$ cat config.mk
export PLATFORM = sky130hd
export DESIGN_NAME = b06_eql_gen
export DESIGN_NICKNAME = d
export VERILOG_FILES = /design/src/rtl/b06_eql_gen.sv
export SDC_FILE = /design/constraint.sdc
export NUM_CORES = 1
export LEC_CHECK = 0
export ABC_AREA = 1
export BUFFER_PORTS_ARGS = -buffer_cell sky130_fd_sc_hd__buf_2
export CORE_MARGIN = 2
export CORE_UTILIZATION = 35
export CTS_CLUSTER_SIZE = 20
export DETAILED_ROUTE_END_ITERATION = 10
export GPL_TIMING_DRIVEN = 0
export MAX_ROUTING_LAYER = met4
export PLACE_DENSITY_LB_ADDON = 0.2
export SLEW_MARGIN = 20
export SYNTH_ARGS = -nofsm -noshare
export SYNTH_HDL_FRONTEND = slang
export SYNTH_SLANG_ARGS = --single-unit
$ cat constraint.sdc
create_clock -name clock -period 1 [get_ports clock]
set_input_delay 0.05 -clock clock [delete_from_list [all_inputs] [get_ports clock]]
set_output_delay 0.05 -clock clock [all_outputs]
set_load 0.005 [all_outputs]
$ cat src/rtl/b06_eql_gen.sv
// Reference-compare match generator: holds a reference word, flags masked matches
// to a downstream controller, and runs a wait counter with terminal-count detect.
module b06_eql_gen #(
    parameter int WIDTH = 8,
    parameter int CNT_W = 4,
    parameter int TERM  = 9
) (
    input  logic             clock,
    input  logic             nRESET_G,
    input  logic [WIDTH-1:0] DATA_IN,
    input  logic             DATA_VLD,
    input  logic             LOAD_REF,
    input  logic             CC_MUX_REG_2_,
    input  logic             CC_MUX_REG_1_,
    input  logic             ENABLE_COUNT_REG,
    input  logic             ACKOUT_REG,
    output logic             EQL,
    output logic             CONT_EQL,
    output logic [CNT_W-1:0] COUNT,
    output logic             DROP
);

    localparam int               HALF   = WIDTH / 2;
    localparam logic [CNT_W-1:0] TERM_C = CNT_W'(TERM);

    typedef enum logic [1:0] {
        IDLE = 2'd0,
        CMP  = 2'd1,
        HIT  = 2'd2
    } state_t;

    state_t           state;
    logic [WIDTH-1:0] ref_q;
    logic             ack_prev;

    logic             mode_match;
    logic             ack_rise;
    logic [CNT_W-1:0] count_nxt;

    // NOTE: every signal driven here gets a default first, so no path can infer a latch.
    always_comb begin
        mode_match = 1'b0;
        case ({CC_MUX_REG_2_, CC_MUX_REG_1_})
            2'b00:   mode_match = (DATA_IN == ref_q);
            2'b01:   mode_match = (DATA_IN[HALF-1:0] == ref_q[HALF-1:0]);
            2'b10:   mode_match = (DATA_IN[WIDTH-1 -: HALF] == ref_q[WIDTH-1 -: HALF]);
            default: mode_match = 1'b0;
        endcase

        // An acknowledge edge restarts the wait, taking priority over the enable.
        ack_rise  = ACKOUT_REG & ~ack_prev;
        count_nxt = COUNT;
        if (ack_rise)
            count_nxt = '0;
        else if (ENABLE_COUNT_REG)
            count_nxt = (COUNT == TERM_C) ? '0 : COUNT + CNT_W'(1);
    end

    // NOTE: sequential state uses non-blocking assignments so every register sees pre-edge values.
    always_ff @(posedge clock) begin
        if (!nRESET_G) begin
            state    <= IDLE;
            ref_q    <= '0;
            ack_prev <= 1'b0;
            EQL      <= 1'b0;
            CONT_EQL <= 1'b0;
            COUNT    <= '0;
            DROP     <= 1'b0;
        end else begin
            ack_prev <= ACKOUT_REG;
            COUNT    <= count_nxt;
            CONT_EQL <= (count_nxt == TERM_C);
            DROP     <= 1'b0;

            case (state)
                IDLE: begin
                    EQL <= 1'b0;
                    if (DATA_VLD && LOAD_REF) begin
                        ref_q <= DATA_IN;
                        state <= CMP;
                    end
                end
                CMP: begin
                    if (DATA_VLD) begin
                        if (LOAD_REF) begin
                            ref_q <= DATA_IN;
                        end else if (mode_match) begin
                            state <= HIT;
                            EQL   <= 1'b1;
                        end
                    end
                end
                HIT: begin
                    // A pending match blocks new samples; LOAD_REF is ignored too.
                    DROP <= DATA_VLD;
                    if (ACKOUT_REG) begin
                        state <= CMP;
                        EQL   <= 1'b0;
                    end
                end
                default: begin
                    state <= IDLE;
                    EQL   <= 1'b0;
                end
            endcase
        end
    end

endmodule

Yosys cells after proc, flatten, opt, wreduce, memory -nomap -nowiden:

Cells that the tools add are included.

* add/sub/neg operators: 1
* equality and inequality tests: 15
* muxes and demuxes: 19
* bitwise gates (word level): 2
* reduce and logical (&&, ||, !) cells: 8

Operators by type and width (number)
* $mux W8: 3
* $pmux W8 S2: 1
* $mux W4: 3
* $ne A2 B2 Y1 const B: 6
* $mux W2: 5
* $eq A4 B4 Y1: 2
* $eq A4 B4 Y1 const B: 2
* $eq A8 B8 Y1: 1
* $reduce_and A4 Y1: 2
* $pmux W2 S3: 1
* $reduce_and A5 Y1: 1
* $add A4 B1 Y4 const B: 1
* $eq A2 B1 Y1 const B: 2
* $eq A2 B2 Y1 const B: 2
* $logic_not A2 Y1: 2
* $mux W1: 4
* $pmux W1 S3: 1
* $pmux W1 S2: 1
* $reduce_and A2 Y1: 1
* $reduce_bool A2 Y1: 1
* $and A1 B1 Y1: 1
* $logic_and A1 B1 Y1: 1
* $not A1 Y1: 1

* register bits: 18
* output and inout port bits: 7
* word-level logic and storage cells: 52

Longest topological paths before layout:

* depth after elaboration: 6
* mapped depth: 11
* mapped depth without buffers: 11

Least setup slack after synthesis:

Ideal clock, no wire load.

* path type: register to register
* start: reg COUNT[1]
* end: reg CONT_EQL
* setup time: 65 ps
* data arrival time: 1016 ps
* slack: -81 ps
* stages on the path, launching flop included: 7
* path buffers: 0
* cell sequence: dfxtp_1 > inv_2 > ha_1 > nand2_1 > o211ai_1 > nand4_1 > nor2_1

* longest elaborated chain between the ends: 5
* elaborated cells between the ends (all ways): 6
* those cells by class: add/sub (1); eq/ne (2); mux (3)

Ends and longest elaborated chain
* start: declaration: line 19 `output logic [CNT_W-1:0] COUNT,`
* start signal: assignment: line 71 `COUNT <= count_nxt;`
* $add A4 B1 Y4 / $eq A4 B4 Y1 (equally long branches): line 56 `count_nxt = (COUNT == TERM_C) ? '0 : COUNT + CNT_W'(1);`
* $mux W4: line 56
* $mux W4 (*): line 55 `else if (ENABLE_COUNT_REG)`
* $mux W4 (*): line 53 `if (ack_rise)`
* $eq A4 B4 Y1 (*): line 72 `CONT_EQL <= (count_nxt == TERM_C);`
* end signal: assignment: line 72
* end: declaration: line 18 `output logic CONT_EQL,`

Every way passes the cells marked *; elsewhere a longest branch is shown, timed or not.
A chain may end at the register's enable or synchronous reset.

Worst setup path in the final report:

* start: reg ref_q[5]
* end: reg state[0]

* longest elaborated chain between the ends: 4
* elaborated cells between the ends (all ways): 5
* those cells by class: eq/ne (3); mux (1); reduce/logical (1)

Ends and longest elaborated chain
* start: declaration: line 33 `logic [WIDTH-1:0] ref_q;`
* start signal: assignment: line 63 `ref_q <= '0;`
* start signal: assignment: line 79 `ref_q <= DATA_IN;`
* start signal: assignment: line 86 `ref_q <= DATA_IN;`
* $eq A8 B8 Y1 / $eq A4 B4 Y1 (equally long branches): line 44, 46
* $pmux W1 S3 (*): line 43 `case ({CC_MUX_REG_2_, CC_MUX_REG_1_})`
* $ne A2 B2 Y1 (no source line) (*)
* $reduce_and A5 Y1 (no source line) (*)
* end signal: assignment: line 62 `state <= IDLE;`
* end signal: assignment: line 80 `state <= CMP;`
* end signal: assignment: line 88 `state <= HIT;`
* end: declaration: line 32 `state_t state;`

Marked as above.

==> impl_metrics.py <==
metrics = {
    "run_status": {
        "status": "finished with violations",
        "violations": "setup timing",
    },
    "floorplanning": {
        "die_area_um2": 3090,
        "die_w_um": 55.6,
        "ios": 23,
        "start_util_pct": 37.2,
        "core_um2": 2500,
        "rows": 18,
        "fp.dieH_um": 55.6,
    },
    "timing": {
        "relSlewSlack_pct": 80.3,
        "setup_violations": 8,
        "rsz0062_at_grt": "yes",
        "finalMaxSlewViolations": 0,
        "fin_tns_setup_ns": -1.01,
        "worstMarginPinSlew_ns": 0.294,
        "fin_ws_ns": -0.212,
        "min_period_ns": 1.21,
        "period_share_pct": 121,
        "max_freq_ghz": 0.825,
        "finalClockSkew_ns": 0.00446,
        "hold_viol_final": 0,
    },
    "detailed_routing": {
        "wire_per_inst_um": 10.6,
        "viasPerCell": 4.60,
        "ant_nets": 0,
        "num_vias": 948,
        "drc": 0,
        "drtIter0Drc": 6,
        "drt_wl_total_um": 2180,
        "dr.pass1.iters": 2,
    },
    "setup_path": {
        "cp_max_fo": 3,
        "crit_top_cell": "nand2_1",
        "rr_startpoint": "ref_q[5]",
        "slowest_delay_ns": 0.36,
        "path_class": "reg -> reg",
        "path_cells": "inv_2, nand2_1, nand2_1, nor2_2, nand2_1, nand2_2, nand3_2, nand2_2, buf_4, a21oi_2",
        "crit_path_end_kind": "register",
        "cp_slowest_cell": "dfxtp_2",
        "start_kind": "register",
        "worstPathRequired_ns": 1.19,
        "startpoint": "ref_q[5]",
        "cp.arrival_ns": 1.41,
    },
    "synthesis": {
        "syn_inst": 137,
        "yosysWarningCount": 0,
        "syn-mean-instance-area_um2": 6.79,
        "netlist_area_um2": 931,
        "yosysTopAreaCellShare_pct": 38.7,
        "synth_top_cells_by_area": "dfxtp_1, nand2_1, inv_1",
        "synth_cell_type_count": 22,
        "synth_largest_area_cell": "dfxtp_1",
        "syn-num-nets": 155,
        "synth-seq-cells": 18,
        "yosysSeqAreaShare_pct": 38.7,
    },
    "clock_tree": {
        "cts_buffers": 3,
        "cts_htree_levels": 1,
        "clkLatencyLatePin_ns": 0.29,
        "cts_sinks": 18,
        "cts_max_path_buffers": 2,
        "clk_pin_slew_worst_paths_ns": 0.11,
        "cts_tree": "done",
        "clockRootBuffer": "clkbuf_4",
    },
    "placed_design": {
        "pre_cts_ws_ns": -0.195,
        "gp_congestion": 0.818,
        "io_buffers": 22,
        "dp_hpwl_um": 1510,
    },
    "pwr": {
        "power_frac_comb_pct": 18.7,
        "p_leak_uw": 0.000671,
        "vdd_drop_max_v": 0.000737,
        "fin_total_pwr_uw": 1530,
        "seqPwrFrac_pct": 51.2,
        "internal-power_uw": 1110,
        "p_sw_share_pct": 27.5,
        "switchingPower_uw": 419,
        "power.density_nw_per_um2": 1160,
        "clock_power_share_pct": 30.1,
    },
    "min_path": {
        "min_path_type": "in -> reg",
        "hp-start": "DATA_IN[1]",
    },
    "final_layout": {
        "fill_cells": 244,
        "finalNetCount": 195,
        "drive_above_1_share_pct": 38.1,
        "area_growth_pct": 40.9,
        "insertedDiodeCount": 0,
        "final_cell_mix": "nand2_1, inv_1, buf_2, dfxtp_2, nor2_1",
        "ff_latch_area_um2": 375,
        "multi_input_area_um2": 514,
        "layout_commonest_cell": "nand2_1",
    },
    "grt": {
        "grt_pass1_wl_um": 3590,
        "grt_use_total_pct": 14.9,
        "antenna_found_initial": 0,
        "grt_overflow": 0,
        "grt_max_degree": 11,
        "grt_pass1_vias": 918,
    },
    "flow_run": {
        "drv_cap": 0,
    },
}
per-layer routing:
layer / routed length, um / global-route usage, % / vias up
met5: 0 / - / -
met4: 15 / 6.27 / 0
met3: 62 / 2.09 / 2
met2: 1150 / 27.2 / 12
met1: 949 / 15.9 / 426
li1: - / - / 508
critical path, delay by kind of cell, from the launching register on:
| kind | cells | cell delay (ns) |
|---|---|---|
| AND/OR/NAND/NOR | 7 | 0.56 |
| buffers and inverters | 2 | 0.14 |
| AO/OA/AOI/OAI | 1 | 0.04 |
| flip-flops | 1 | 0.36 |
worst paths after layout:
kind / end / slack (ns) / cells past startpoint
min: ref_q[1] / 0.01 / 3
max reg2reg: state[0] / -0.21 / 10
max: state[0] / -0.21 / 10
min reg2reg: DROP / 0.44 / 1
per-stage QoR:
step	hold slack, ns	utilization (%)	instance area (um^2)	cells
after floorplan	0.143	-	940	137
after global placement	0.255	43.5	1090	189
after detailed placement	0.262	43.5	1090	189
after CTS	0.00353	49.1	1230	201
after global routing	0.00474	52.5	1310	206
final	0.00970	52.5	1310	206
power by group through the flow:
| stage | combinational [uW] | sequential [uW] | clock (uW) |
|---|---|---|---|
| after floorplan | 142 | 788 | 0 |
| after global placement | 212 | 790 | 0 |
| after detailed placement | 219 | 792 | 0 |
| after CTS | 256 | 777 | 479 |
| after global routing | 323 | 785 | 529 |
| final | 286 | 781 | 459 |
cells by family after synthesis:
group	synth area share, %
and+or+nand+nor	31.6
buffers and inverters	13.0
AOI/OAI and AO/OA	12.1
DFF	38.7
xor gates and xnor gates	1.88
adders and majority gates	2.69
Yosys cell counts, drive strengths merged:
cell type and count:
inv 29, nand2 37, nand3 4, ha 2
buf 1, nand4 5, o21ai 8, clkbuf 1
a21oi 9, xor2 2, dfxtp 18, o211ai 1
a211oi 1, nor3 3, nor2 14, nor4 2
state kept, by name, summed over array words and instances, names as in the netlist:
name	cells
CONT_EQL	1
COUNT	4
DROP	1
EQL	1
ack_prev	1
ref_q	8
state	2
area by class of cell:
class	count	share of cell area, %
timing repair buffer	35	17.0
sequential	18	28.6
buffer	2	1.24
multi-input combinational	88	39.2
tap	30	2.86
inverter	29	8.30
clock buffer	4	2.77
repair_timing:
action | CTS | global route
hold buffers | 6 | 1
endpoints found under the setup margin | 10 | 11
hold endpoints to repair | 6 | 1
setup buffers | 2 | 3
gates resized for setup | 8 | 14
pin swaps | 13 | 13
cloned | 0 | 1
(Power assumes the default switching activity.)
